[config.mk]
export PLATFORM = sky130hd
export DESIGN_NAME = pc_ir_unit_flat
export DESIGN_NICKNAME = d
export VERILOG_FILES = /design/src/rtl/pc_ir_unit_if.sv /design/src/rtl/pc_ir_unit.sv /design/src/flat_wrapper.sv
export SDC_FILE = /design/constraint.sdc
export NUM_CORES = 1
export LEC_CHECK = 0
export BUFFER_PORTS_ARGS = -buffer_cell sky130_fd_sc_hd__buf_2
export CELL_PAD_IN_SITES_DETAIL_PLACEMENT = 1
export CELL_PAD_IN_SITES_GLOBAL_PLACEMENT = 1
export CORE_MARGIN = 2
export CORE_UTILIZATION = 37
export CTS_BUF_LIST = sky130_fd_sc_hd__clkbuf_8
export CTS_CLUSTER_DIAMETER = 150
export DETAILED_ROUTE_END_ITERATION = 7
export PLACE_DENSITY = 0.86
export SLEW_MARGIN = 25
export SYNTH_ARGS = -nofsm -noshare
export SYNTH_HDL_FRONTEND = slang
export SYNTH_SLANG_ARGS = --single-unit
[constraint.sdc]
create_clock -name clk -period 4.01 [get_ports clk]
set_clock_uncertainty 0.15 [all_clocks]
set_input_delay 0.401 -clock clk [delete_from_list [all_inputs] [get_ports clk]]
set_output_delay 0.401 -clock clk [all_outputs]
set_load 0.02 [all_outputs]
[src/rtl/pc_ir_unit_if.sv]
// Opcode type for the VeriRISC fetch datapath and the strobe/status bundle between controller and PC/IR unit.
// The master side is the controller (drives strobes and read data); the slave side is pc_ir_unit.
package pc_ir_pkg;
  localparam int OPWIDTH = 3;

  typedef enum logic [OPWIDTH-1:0] {
    OP_HLT = 3'd0,
    OP_SKZ = 3'd1,
    OP_ADD = 3'd2,
    OP_AND = 3'd3,
    OP_XOR = 3'd4,
    OP_LDA = 3'd5,
    OP_STO = 3'd6,
    OP_JMP = 3'd7
  } opcode_t;
endpackage

interface pc_ir_unit_if #(
  parameter int AWIDTH = 5,
  parameter int DWIDTH = 8
);
  logic                inc_pc;
  logic                load_pc;
  logic                load_ir;
  logic                halt;
  logic                resume;
  logic [DWIDTH-1:0]   mem_rdata;
  pc_ir_pkg::opcode_t  opcode;
  logic [AWIDTH-1:0]   ir_addr;
  logic [AWIDTH-1:0]   pc;
  logic [AWIDTH-1:0]   mem_addr;
  logic                fetch;
  logic [2:0]          phase;
  logic                halted;

  modport master (
    output inc_pc, load_pc, load_ir, halt, resume, mem_rdata,
    input  opcode, ir_addr, pc, mem_addr, fetch, phase, halted
  );

  modport slave (
    input  inc_pc, load_pc, load_ir, halt, resume, mem_rdata,
    output opcode, ir_addr, pc, mem_addr, fetch, phase, halted
  );
endinterface

[src/rtl/pc_ir_unit.sv]
// VeriRISC fetch datapath: PC, IR, memory address mux, 8-phase counter and sticky halt/resume.
// Strobes act at the next rising edge, mem_addr is combinational; no backpressure, strobes are simply ignored while halted.
module pc_ir_unit #(
  parameter int AWIDTH = 5,
  parameter int DWIDTH = 8
) (
  input logic         clk,
  input logic         rst,
  pc_ir_unit_if.slave bus
);

  typedef enum logic [1:0] {
    ST_RUN       = 2'd0,
    ST_HALT      = 2'd1,
    ST_HALT_PEND = 2'd2
  } run_state_t;

  run_state_t        state_q, state_d;
  logic [AWIDTH-1:0] pc_q, pc_d;
  logic [DWIDTH-1:0] ir_q, ir_d;
  logic [2:0]        phase_q, phase_d;

  logic              halted;
  logic              last_phase;
  logic              fetch;
  logic [AWIDTH-1:0] ir_addr;

  assign halted     = (state_q != ST_RUN);
  assign last_phase = (phase_q == 3'd7);
  assign fetch      = ~phase_q[2];
  assign ir_addr    = ir_q[AWIDTH-1:0];

  // Halt state machine. A resume pulse only arms release; the actual release
  // waits for the phase-7 edge so execution restarts at INST_ADDR.
  always_comb begin
    state_d = state_q;
    case (state_q)
      ST_RUN: begin
        if (bus.halt) state_d = ST_HALT;
      end
      ST_HALT: begin
        if (bus.resume && !bus.halt) state_d = ST_HALT_PEND;
      end
      ST_HALT_PEND: begin
        if (last_phase) state_d = ST_RUN;
      end
      default: state_d = ST_RUN;
    endcase
  end

  // Datapath; strobes seen on the halting edge still take effect.
  always_comb begin
    phase_d = phase_q + 3'd1;
    pc_d    = pc_q;
    ir_d    = ir_q;
    if (!halted) begin
      if (bus.load_pc) begin
        pc_d = ir_addr;
      end else if (bus.inc_pc) begin
        pc_d = pc_q + AWIDTH'(1);
      end
      if (bus.load_ir) begin
        ir_d = bus.mem_rdata;
      end
    end
  end

  always_ff @(posedge clk) begin
    if (rst) begin
      state_q <= ST_RUN;
      pc_q    <= '0;
      ir_q    <= '0;
      phase_q <= '0;
    end else begin
      state_q <= state_d;
      pc_q    <= pc_d;
      ir_q    <= ir_d;
      phase_q <= phase_d;
    end
  end

  assign bus.opcode   = pc_ir_pkg::opcode_t'(ir_q[DWIDTH-1:AWIDTH]);
  assign bus.ir_addr  = ir_addr;
  assign bus.pc       = pc_q;
  assign bus.mem_addr = fetch ? pc_q : ir_addr;
  assign bus.fetch    = fetch;
  assign bus.phase    = phase_q;
  assign bus.halted   = halted;

endmodule
[src/flat_wrapper.sv]
// flat-port wrapper written by rule: the top's interface ports become plain ports
module pc_ir_unit_flat 
#(
  parameter int AWIDTH = 5,
  parameter int DWIDTH = 8
)
  (clk, rst, bus_inc_pc, bus_load_pc, bus_load_ir, bus_halt, bus_resume, bus_mem_rdata, bus_opcode, bus_ir_addr, bus_pc, bus_mem_addr, bus_fetch, bus_phase, bus_halted);
  pc_ir_unit_if #(.AWIDTH(AWIDTH), .DWIDTH(DWIDTH)) bus_i ();
  input logic clk;
  input logic rst;
  input wire logic [$bits(bus_i.inc_pc)-1:0] bus_inc_pc;
  input wire logic [$bits(bus_i.load_pc)-1:0] bus_load_pc;
  input wire logic [$bits(bus_i.load_ir)-1:0] bus_load_ir;
  input wire logic [$bits(bus_i.halt)-1:0] bus_halt;
  input wire logic [$bits(bus_i.resume)-1:0] bus_resume;
  input wire logic [$bits(bus_i.mem_rdata)-1:0] bus_mem_rdata;
  output wire logic [$bits(bus_i.opcode)-1:0] bus_opcode;
  output wire logic [$bits(bus_i.ir_addr)-1:0] bus_ir_addr;
  output wire logic [$bits(bus_i.pc)-1:0] bus_pc;
  output wire logic [$bits(bus_i.mem_addr)-1:0] bus_mem_addr;
  output wire logic [$bits(bus_i.fetch)-1:0] bus_fetch;
  output wire logic [$bits(bus_i.phase)-1:0] bus_phase;
  output wire logic [$bits(bus_i.halted)-1:0] bus_halted;
  assign bus_i.inc_pc = bus_inc_pc;
  assign bus_i.load_pc = bus_load_pc;
  assign bus_i.load_ir = bus_load_ir;
  assign bus_i.halt = bus_halt;
  assign bus_i.resume = bus_resume;
  assign bus_i.mem_rdata = bus_mem_rdata;
  assign bus_opcode = bus_i.opcode;
  assign bus_ir_addr = bus_i.ir_addr;
  assign bus_pc = bus_i.pc;
  assign bus_mem_addr = bus_i.mem_addr;
  assign bus_fetch = bus_i.fetch;
  assign bus_phase = bus_i.phase;
  assign bus_halted = bus_i.halted;
  pc_ir_unit #(.AWIDTH(AWIDTH), .DWIDTH(DWIDTH)) u_core (.clk(clk), .rst(rst), .bus(bus_i));
endmodule
### Yosys cells after proc, flatten, opt, wreduce, memory -nomap -nowiden

Index checks and enable logic that the tools add are counted.

* register bits: 18
* input port bits: 15
* output and inout bits: 23
* logic and storage cells: 29

* $add $sub $neg: 2
* equal/unequal tests: 6
* mux-type cells: 7
* bitwise logic cells: 2
* reductions and logical operators: 8

Operators with widths (number)
* two-way mux 5 bit: 3
* two-way mux 2 bit: 3
* one-hot mux 2 bit (3 select lines): 1
* adder 5 x 1 -> 5 bit (second input constant): 1
* inequality test 2 x 1 -> 1 bit (second input constant): 2
* AND reduction 2 bit: 2
* nonzero test 2 bit: 2
* adder 3 x 1 -> 3 bit (second input constant): 1
* == test 3 bit (second input constant): 1
* AND reduction 3 bit: 1
* == test 2 x 1 -> 1 bit (second input constant): 1
* == test 2 bit (second input constant): 1
* zero test 2 bit: 1
* inequality test 2 bit (second input constant): 1
* NOT 1 bit: 2
* logical AND 1 bit: 1
* zero test 1 bit: 1

### Depth between registers and ports, before layout

Gate-level depths: netlist of run 1.

* depth in word-level cells: 4
* mapped depth: 5
* gate-level depth less buffers: 5

### Least setup slack after synthesis of run 1

OpenSTA, ideal clock, no wires.

* path type: flip-flop to flip-flop
* start: register u_core.pc_q[0] (netlist: u_core.bus.pc[0])
* end: register u_core.pc_q[2] (netlist: u_core.bus.pc[2])
* setup time: 0.070 ns
* data arrival time: 1.468 ns
* required time: 3.790 ns
* slack: 2.322 ns
* cell stages (with the launch flop): 5
* buffers on the path: 0
* clock period less this slack: 1.688 ns
* cells stage by stage: dfxtp_1 -> ha_1 -> or3b_1 -> a211o_1 -> a21oi_1

* longest elaborated chain between the ends: 3

Ends and longest elaborated chain
* from (decl): RTL line pc_ir_unit.sv:19 `logic [AWIDTH-1:0] pc_q, pc_d;`
* from (signal assigned): RTL line pc_ir_unit.sv:76 `pc_q <= pc_d;`
* adder 5 x 1 -> 5 bit: RTL line pc_ir_unit.sv:60 `pc_d = pc_q + AWIDTH'(1);`
* two-way mux 5 bit: RTL line pc_ir_unit.sv:59 `end else if (bus.inc_pc) begin`
* two-way mux 5 bit: RTL line pc_ir_unit.sv:57 `if (bus.load_pc) begin`

Every way passes these cells. The select of a mux whose other input is x is not followed.
A chain may end at the register's enable or synchronous reset.

### Final worst setup path of run 1

* start: register u_core.phase_q[2] (netlist: u_core.bus.phase[2])
* end: output bus_mem_addr[2]

* longest elaborated chain between the ends: 1

Ends and longest elaborated chain
* from (decl): RTL line pc_ir_unit.sv:21 `logic [2:0] phase_q, phase_d;`
* from (signal assigned): RTL line pc_ir_unit.sv:78 `phase_q <= phase_d;`
* two-way mux 5 bit: RTL line pc_ir_unit.sv:85 `assign bus.mem_addr = fetch ? pc_q : ir_addr;`
* to (decl): RTL line flat_wrapper.sv:20 `output wire logic [$bits(bus_i.mem_addr)-1:0] bus_mem_addr;`

Every way passes these cells.

==> metrics.txt, run 1 <==
status=finished clean; via count=797; Slowest-stage cell, CP=dfxtp_1; reg-to-reg slack, setup=2220 ps; DRT Pass-1 Iters=4; number of setup buffers added after CTS=0; Max clock buf depth=2; largest stage delay on the critical path=540 ps; initial antenna violation count=0; die area=2699 µm²; RePlAce Congestion=0.7702; antenna-violating nets left=0; Cell Int Power=0.3148 mW; part of the Yosys area used for sequential elements=0.4235; first-pass GRT wire length=3663 µm; worst setup path start=u_core.bus.phase[2]; commonest cells in the netlist=dfxtp_1, nor2_1, mux2i_1; Synth async-reset ratio=0; PD cells=403.0 nW/µm²; top cell type's share of synthesized area=0.4235; Final HPWL DP=1646 µm; Worst path depth=2; I/O Buffers=37; crit start category=register; Setup WS post-layout=2118 ps; Synth Instances=91; count leader, synth=dfxtp_1; Rows=17; clk sinks=18; Post-synth EDFFs=0; clk slew on worst S/H paths=70 ps; nets@finish=147; Layout area overhead=29.56%; post-cts repair resize count=0; First DRT Iteration DRCs=5; worst skew pair latency=260 ps; total core area=2191 µm²; post-synthesis register bit count=18; period utilization=0.4718; worst min-delay path class=input pin to register; htree depth=1; share of layout cells above drive strength 1=0.3828; vias in the first global route=759; Tightest Pin Transition=699.2 ps; Gate power share=0.198; DRC violations left=0; distinct cell type count after synthesis=28; max-cap violations=0; post-layout minimum cycle time=1892 ps; Slew Viols, Final=0; Net Sw Frac=0.2914; Max Freq=0.5286 GHz; largest net degree at the start of global routing=18; Worst R2R End=u_core.ir_q[0]; final hold viol count=0; Worst Path Required=3460 ps; crit path capture type=output port; worst setup path end=bus_mem_addr[2]; DP Worst Slack=2143 ps; CP Class=register to output port; WP data arrival=1340 ps; Yosys warning count=0; syn_area_per_cell=9.350 µm²; unrepaired setup endpoints after global routing=no; clock share of power=0.341; Finish-stage setup viols=0; crit-path leading delay family=flip-flops; Initial Util=0.3883; origin of the critical flop-to-flop path=u_core.state_q[0]; Inserted Diodes=0; final wirelength=2220 µm; sequential share of power=0.461; Ports=38; Hold Buf Count CTS=0; Slew Limit Headroom=0.5329; crit path max fanout=8; gr usage total=0.1892; GRT overflow=0; die height=51.96 µm; cell taking the most area after synthesis=dfxtp_1; root buffer cell=clkbuf_8; CTS tree=yes; die width=51.96 µm; syn nets=109; main flop type after synthesis=dfxtp_1; Pleak=0.5396 nW; Sw Pwr=0.1294 mW; worst hold margin=221.9 ps; post-DR wirelength/cell=14.23 µm; crit-path cells=mux2_2 > buf_2; crit path buf inv count=1; cells on worst reg2reg path=4; largest cells by area after synthesis=dfxtp_1, mux2i_1, mux2_2, nor2_1, ha_1; Vias/cell=5.109; Peak VDD IR=239.6 µV; Post-Syn Area=850.8 µm²; Num CTS Buffers=3; setup TNS=0 ps
-- registers in the layout, indices dropped and copies added (netlist names) --
name / cells
u_core.bus.pc: 5
u_core.bus.phase: 3
u_core.ir_q: 8
u_core.state_q: 2
-- worst reg2reg max path, delay by kind of cell (launching register included) --
kind	cells	cell delay, ps
and+or+nand+nor	2	680
DFF	1	360
buffers and inverters	1	290
muxes	1	200
-- metal layers --
metal  track usage  up-vias  wire, µm
met3       0.05747        7       126
met4        0.1053        0        59
met2        0.3059       24      1079
met1        0.2201      365       954
met5             0        -         0
li1              -      401         -
-- cell type report --
class                           count  area [µm²]
Fill cell                         278        1089
Multi-Input combinational cell     64       444.2
Sequential cell                    18       360.3
Timing Repair Buffer               38       192.7
Clock buffer                        4       55.05
Tap cell                           28       35.03
Inverter                            4       15.01
-- power by group through the flow --
| stage | Combinational (mW) | Sequential (mW) | Clock [mW] |
|---|---|---|---|
| after floorplan | 0.0474 | 0.218 | 0 |
| after global placement | 0.0853 | 0.208 | 0 |
| after detailed placement | 0.0884 | 0.209 | 0 |
| after CTS | 0.0893 | 0.205 | 0.157 |
| after global routing | 0.0972 | 0.207 | 0.165 |
| final | 0.0879 | 0.205 | 0.152 |
-- worst min path at each step --
stage                        start                  end  slack, ps  cells past startpoint
2_1_floorplan    u_core.state_q[1]    u_core.state_q[0]        310                      1
3_3_place_gp   u_core.bus.phase[0]  u_core.bus.phase[0]        270                      1
3_5_place_dp   u_core.bus.phase[0]  u_core.bus.phase[0]        290                      1
4_1_cts           bus_mem_rdata[5]       u_core.ir_q[5]        220                      3
5_1_grt           bus_mem_rdata[5]       u_core.ir_q[5]        260                      3
6_report          bus_mem_rdata[5]       u_core.ir_q[5]        220                      3
-- through the flow --
stage	cell area (µm²)	total power [mW]	util	cells
finish	1102	0.4443	0.5031	156
global route	1102	0.4692	0.5031	156
CTS	1102	0.4509	0.5031	156
detailed placement	1047	0.2973	0.4780	152
global placement	1047	0.2935	0.4780	152
floorplan	850.8	0.2653	-	91
-- cell families after synthesis --
| family | Yosys count | synth area share |
|---|---|---|
| flip-flops | 18 | 0.4235 |
| adder cells (fa/ha/maj) | 3 | 0.04412 |
| AO/OA/AOI/OAI | 17 | 0.1368 |
| AND/OR/NAND/NOR | 30 | 0.1691 |
| multiplexers | 14 | 0.1721 |
| buffers and inverters | 9 | 0.05441 |
-- layout by cell type, fill, tap and decap left out, drive strengths merged --
master and instances:
a211o 1, a211oi 1, a21oi 4, a311oi 1, a31oi 3, buf 38, clkbuf 4, dfxtp 18
ha 3, inv 4, mux2 5, mux2i 9, nand2 4, nand2b 1, nand3 3, nor2 14
nor2b 2, nor3 1, nor3b 3, o21ai 2, o311ai 2, o31a 2, o31ai 1, or2 1
or3b 1
No activity file was read; power rests on OpenSTA's default activity.
==> inputs of run 2 (changes only) <==
- CORE_UTILIZATION: 37 -> 31
- PLACE_DENSITY: 0.86 -> 0.76
- clock period: 4.01 -> 1.69 ns (I/O delays scaled with it)
==> run 2 against run 1 <==
  * The run now ends with negative hold slack left
  * Global-route usage down 3.5 points
  * Design area up 2.6%
  * Register-to-register slack worse by 2100 ps
  * Combinational power rose to 2.5 times the previous value
  * Clock power up 140%
  * Cell count up 3.2%
  * Hold slack worse by 220 ps
  * Critical path depth up 2
  * Core utilization down 5.9 points
  * First-iteration DRC count rose to 4.2 times the previous value
  * Critical path type is now register to register
  * Largest cell class unchanged
  * Highest routed layer unchanged
==> metrics.txt, run 2 (synthesis results as in run 1) <==
total core area=2545 µm²; antenna-violating nets left=0; post-layout minimum cycle time=1568 ps; die height=56.39 µm; PD cells=943.2 nW/µm²; Rows=18; share of layout cells above drive strength 1=0.3969; Hold Path Depth=3; final wirelength=2315 µm; Num CTS Buffers=3; period utilization=0.9276; First DRT Iteration DRCs=21; unrepaired setup endpoints after global routing=no; post-DR wirelength/cell=14.38 µm; Final HPWL DP=1771 µm; most common cell after layout, fill and taps aside=buf_2; max reg flops=8; DRT Pass-1 Iters=4; Tightest Pin Transition=368.5 ps; commonest cells after routing, fill and taps aside=buf_2, dfxtp_1, nor2_1; htree depth=1; Inserted Diodes=0; crit path max fanout=6; Util after Layout=0.4444; Slew Viols, Final=0; Peak VDD IR=649.2 µV; initial antenna violation count=0; Pleak=0.5548 nW; Hold EP=u_core.ir_q[4]; crit-path cells=ha_1 > or3b_1 > a211o_1 > a21oi_1; post-layout instance count excluding filler cells=161; Worst Path Required=1740 ps; max-cap violations=0; crit path buf inv count=0; root buffer cell=clkbuf_8; largest net degree at the start of global routing=18; Finish-stage setup viols=0; status=complete, but fails checks; clk sinks=18; Slowest-stage cell, CP=dfxtp_1; Tot Pwr=1.067 mW; DRC violations left=0; final hold viol count=1; vias in the first global route=858; die area=3180 µm²; RePlAce Congestion=0.7581; CP Class=register to register; Layout area overhead=32.94%; setup TNS=0 ps; Initial Util=0.3343; worst skew pair latency=260 ps; Vias/cell=5.230; design area=1131 µm²; Ports=38; die width=56.39 µm; Reg with most FFs=u_core.ir_q; first-pass GRT wire length=3919 µm; via count=842; origin of the critical flop-to-flop path=u_core.bus.pc[1]; cells on worst reg2reg path=4; Setup WS post-layout=122.4 ps; Worst R2R End=u_core.bus.pc[2]; DP Worst Slack=145.9 ps; placed cell areas=1065 µm²; crit start category=register; worst setup path start=u_core.bus.pc[1]; Slew Limit Headroom=0.7534; GRT overflow=0; clk slew on worst S/H paths=70 ps; Max clock buf depth=2; crit-path leading delay family=flip-flops; Inst Count DP=156; I/O Buffers=37; reg-to-reg slack, setup=120 ps; crit path capture type=register; CTS tree=yes; violated checks=negative hold slack; worst hold margin=-2.677 ps; min-delay src=bus_mem_rdata[4]; Max Freq=0.6379 GHz; largest stage delay on the critical path=410 ps; nets@finish=150; worst min-delay path class=input pin to register; WP data arrival=1620 ps; gr usage total=0.1542
## run 2: cell types whose count changed in the layout (fill, tap and decap cells not counted)
cell           before  now
dfxtp_1            18   17
dfxtp_2             0    1
buf_4               1    3
dlygate4sd3_1       0    1
## run 2: per-layer routing
| metal | vias to the layer above | part of all wire | global-route usage |
|---|---|---|---|
| li1 | 408 | - | - |
| met1 | 398 | 0.44 | 0.1946 |
| met2 | 34 | 0.47 | 0.2622 |
| met3 | 2 | 0.076 | 0.05069 |
| met4 | 0 | 0.0052 | 0.02041 |
| met5 | - | 0 | 0 |
## run 2: how the worst max path moves through the flow
| stage | slack, ps | cells past startpoint | to |
|---|---|---|---|
| finish | 120 | 4 | u_core.bus.pc[2] |
| global route | 70 | 4 | u_core.bus.pc[2] |
| CTS | 10 | 2 | bus_mem_addr[0] |
| detailed placement | 150 | 4 | u_core.bus.pc[2] |
| global placement | 200 | 4 | u_core.bus.pc[2] |
| floorplan | 2 | 4 | u_core.bus.pc[2] |
## run 2: timing repair
item                       4_1_cts  5_1_grt
setup endpoints to repair        0        4
gates resized for setup          0        1
hold endpoints to repair         1        0
hold buffers                     1        0
buffers inserted                 0        0
## run 2: area by class of cell
| class | count | area [µm²] |
|---|---|---|
| Multi-Input combinational cell | 64 | 444.2 |
| Sequential cell | 18 | 361.6 |
| Clock buffer | 4 | 55.05 |
| Timing Repair Buffer | 41 | 217.7 |
| Fill cell | 309 | 1414 |
| Tap cell | 30 | 37.54 |
| Inverter | 4 | 15.01 |
## run 2: worst min-delay path, stage by stage
cell and delay [ps]:
buf_2 70, mux2i_1 60, nor2_1 70
## run 2: report_power, final
part           total (mW)  internal (mW)  switching [mW]
clock               0.362          0.208           0.155
combinational       0.221         0.0924           0.129
sequential          0.483          0.453          0.0300
==> inputs of run 3 (changes only) <==
==> constraint.sdc (replaced) <==
create_clock -name clk -period 1.69 [get_ports clk]
set_clock_uncertainty 0.15 [all_clocks]
set_input_delay 0 -clock clk [delete_from_list [all_inputs] [get_ports clk]]
set_output_delay 0 -clock clk [all_outputs]
set_load 0.02 [all_outputs]
==> run 3 against run 2 <==
  * The run now ends clean
  * Hold slack improved by 20 ps
  * Critical path type unchanged
  * Sequential cell count is the same
  * Total power increased by 1.1%
==> metrics.txt, run 3 (synthesis results as in run 1) <==
status=finished clean; most common cell after layout, fill and taps aside=buf_2; clk sinks=18; gr usage total=0.1577; Net Sw Frac=0.2892; Util after Layout=0.4808; GRT overflow=0; number of setup buffers added after CTS=0; worst hold margin=17.25 ps; Peak VDD IR=601.5 µV; placed cell areas=1057 µm²; vias in the first global route=822; Tot Pwr=1.079 mW; crit path max fanout=6; Sw Pwr=0.3120 mW; I/O Buffers=37; clock share of power=0.329; Inserted Diodes=0; via count=840; total core area=2545 µm²; sequential share of power=0.449; crit path capture type=register; Setup WS post-layout=76.22 ps; Slew Viols, Final=0; Initial Util=0.3343; post-layout instance count excluding filler cells=170; Inst Count DP=155; nets@finish=159; crit start category=register; WP data arrival=1660 ps; Rows=18; PD cells=881.6 nW/µm²; Ports=38; antenna-violating nets left=0; post-DR wirelength/cell=14.68 µm; DRC violations left=0; final hold viol count=0; Vias/cell=4.941; CP Class=register to register; max-cap violations=0; die area=3180 µm²; RePlAce Congestion=0.7483; root buffer cell=clkbuf_8; Gate power share=0.221; setup TNS=0 ps; Cell Int Power=0.7668 mW; commonest cells after routing, fill and taps aside=buf_2, dfxtp_1, nor2_1; die height=56.39 µm; Slew Limit Headroom=0.7440; Tightest Pin Transition=382.6 ps; htree depth=1; DP Worst Slack=9.695 ps; Layout area overhead=43.82%; worst min-delay path class=input pin to register; CTS tree=yes; design area=1224 µm²; post-layout minimum cycle time=1614 ps; max reg flops=8; Max clock buf depth=2; First DRT Iteration DRCs=20; share of layout cells above drive strength 1=0.3643; Worst Path Required=1730 ps; period utilization=0.9549; Final HPWL DP=1739 µm; clk slew on worst S/H paths=70 ps; unrepaired setup endpoints after global routing=no; largest net degree at the start of global routing=18; die width=56.39 µm; DRT Pass-1 Iters=4; Pleak=0.5914 nW; first-pass GRT wire length=3933 µm; final wirelength=2496 µm; Max Freq=0.6197 GHz; Num CTS Buffers=3; worst skew pair latency=260 ps; initial antenna violation count=0; Finish-stage setup viols=0; Reg with most FFs=u_core.ir_q
==> run 3: changes by cell type in the layout (fill, tap and decap cells not counted), sizes merged <==
cell	previous run	this run
dlygate4sd3	1	11
buf	40	39
==> run 3: repair_timing <==
action / CTS / global route
hold endpoints to repair: 14 / 0
setup endpoints to repair: 1 / 0
hold buffers: 11 / 0
resized for setup: 1 / 0
==> run 3: final cells by class <==
class / count / area, µm²
timing repair buffer: 50 / 310.3
fill: 311 / 1321
tap: 30 / 37.54
inverter: 4 / 15.01
sequential: 18 / 361.6
multi-input combinational: 64 / 444.2
clock buffer: 4 / 55.05
==> run 3: worst paths after layout <==
| check | start | endpoint | slack [ps] | depth (start not counted) |
|---|---|---|---|---|
| hold reg to reg | u_core.bus.phase[0] | u_core.bus.phase[0] | 290 | 1 |
| setup / recovery | u_core.bus.pc[1] | u_core.bus.pc[2] | 80 | 4 |
| setup reg to reg | u_core.bus.pc[1] | u_core.bus.pc[2] | 80 | 4 |
| hold / removal | bus_load_pc | u_core.bus.pc[0] | 20 | 3 |
==> run 3: power groups by stage <==
stage	sequential (mW)	combinational, mW	clock, mW
2_1_floorplan	0.517	0.112	0
5_1_grt	0.488	0.260	0.390
6_report	0.485	0.239	0.355
4_1_cts	0.484	0.240	0.366
3_3_place_gp	0.489	0.212	0
3_5_place_dp	0.492	0.219	0
==> run 3: critical path, stage by stage (launching register included) <==
cell and delay [ps]:
dfxtp_2 390, ha_1 230, or3b_1 370, a211o_1 300, a21oi_1 120
==> run 3: metal layers <==
metal  global-route usage  wire (µm)
met1               0.2023       1123
met2               0.2723       1219
met3              0.04839        153
met4              0.01020          0
met5                    0          0
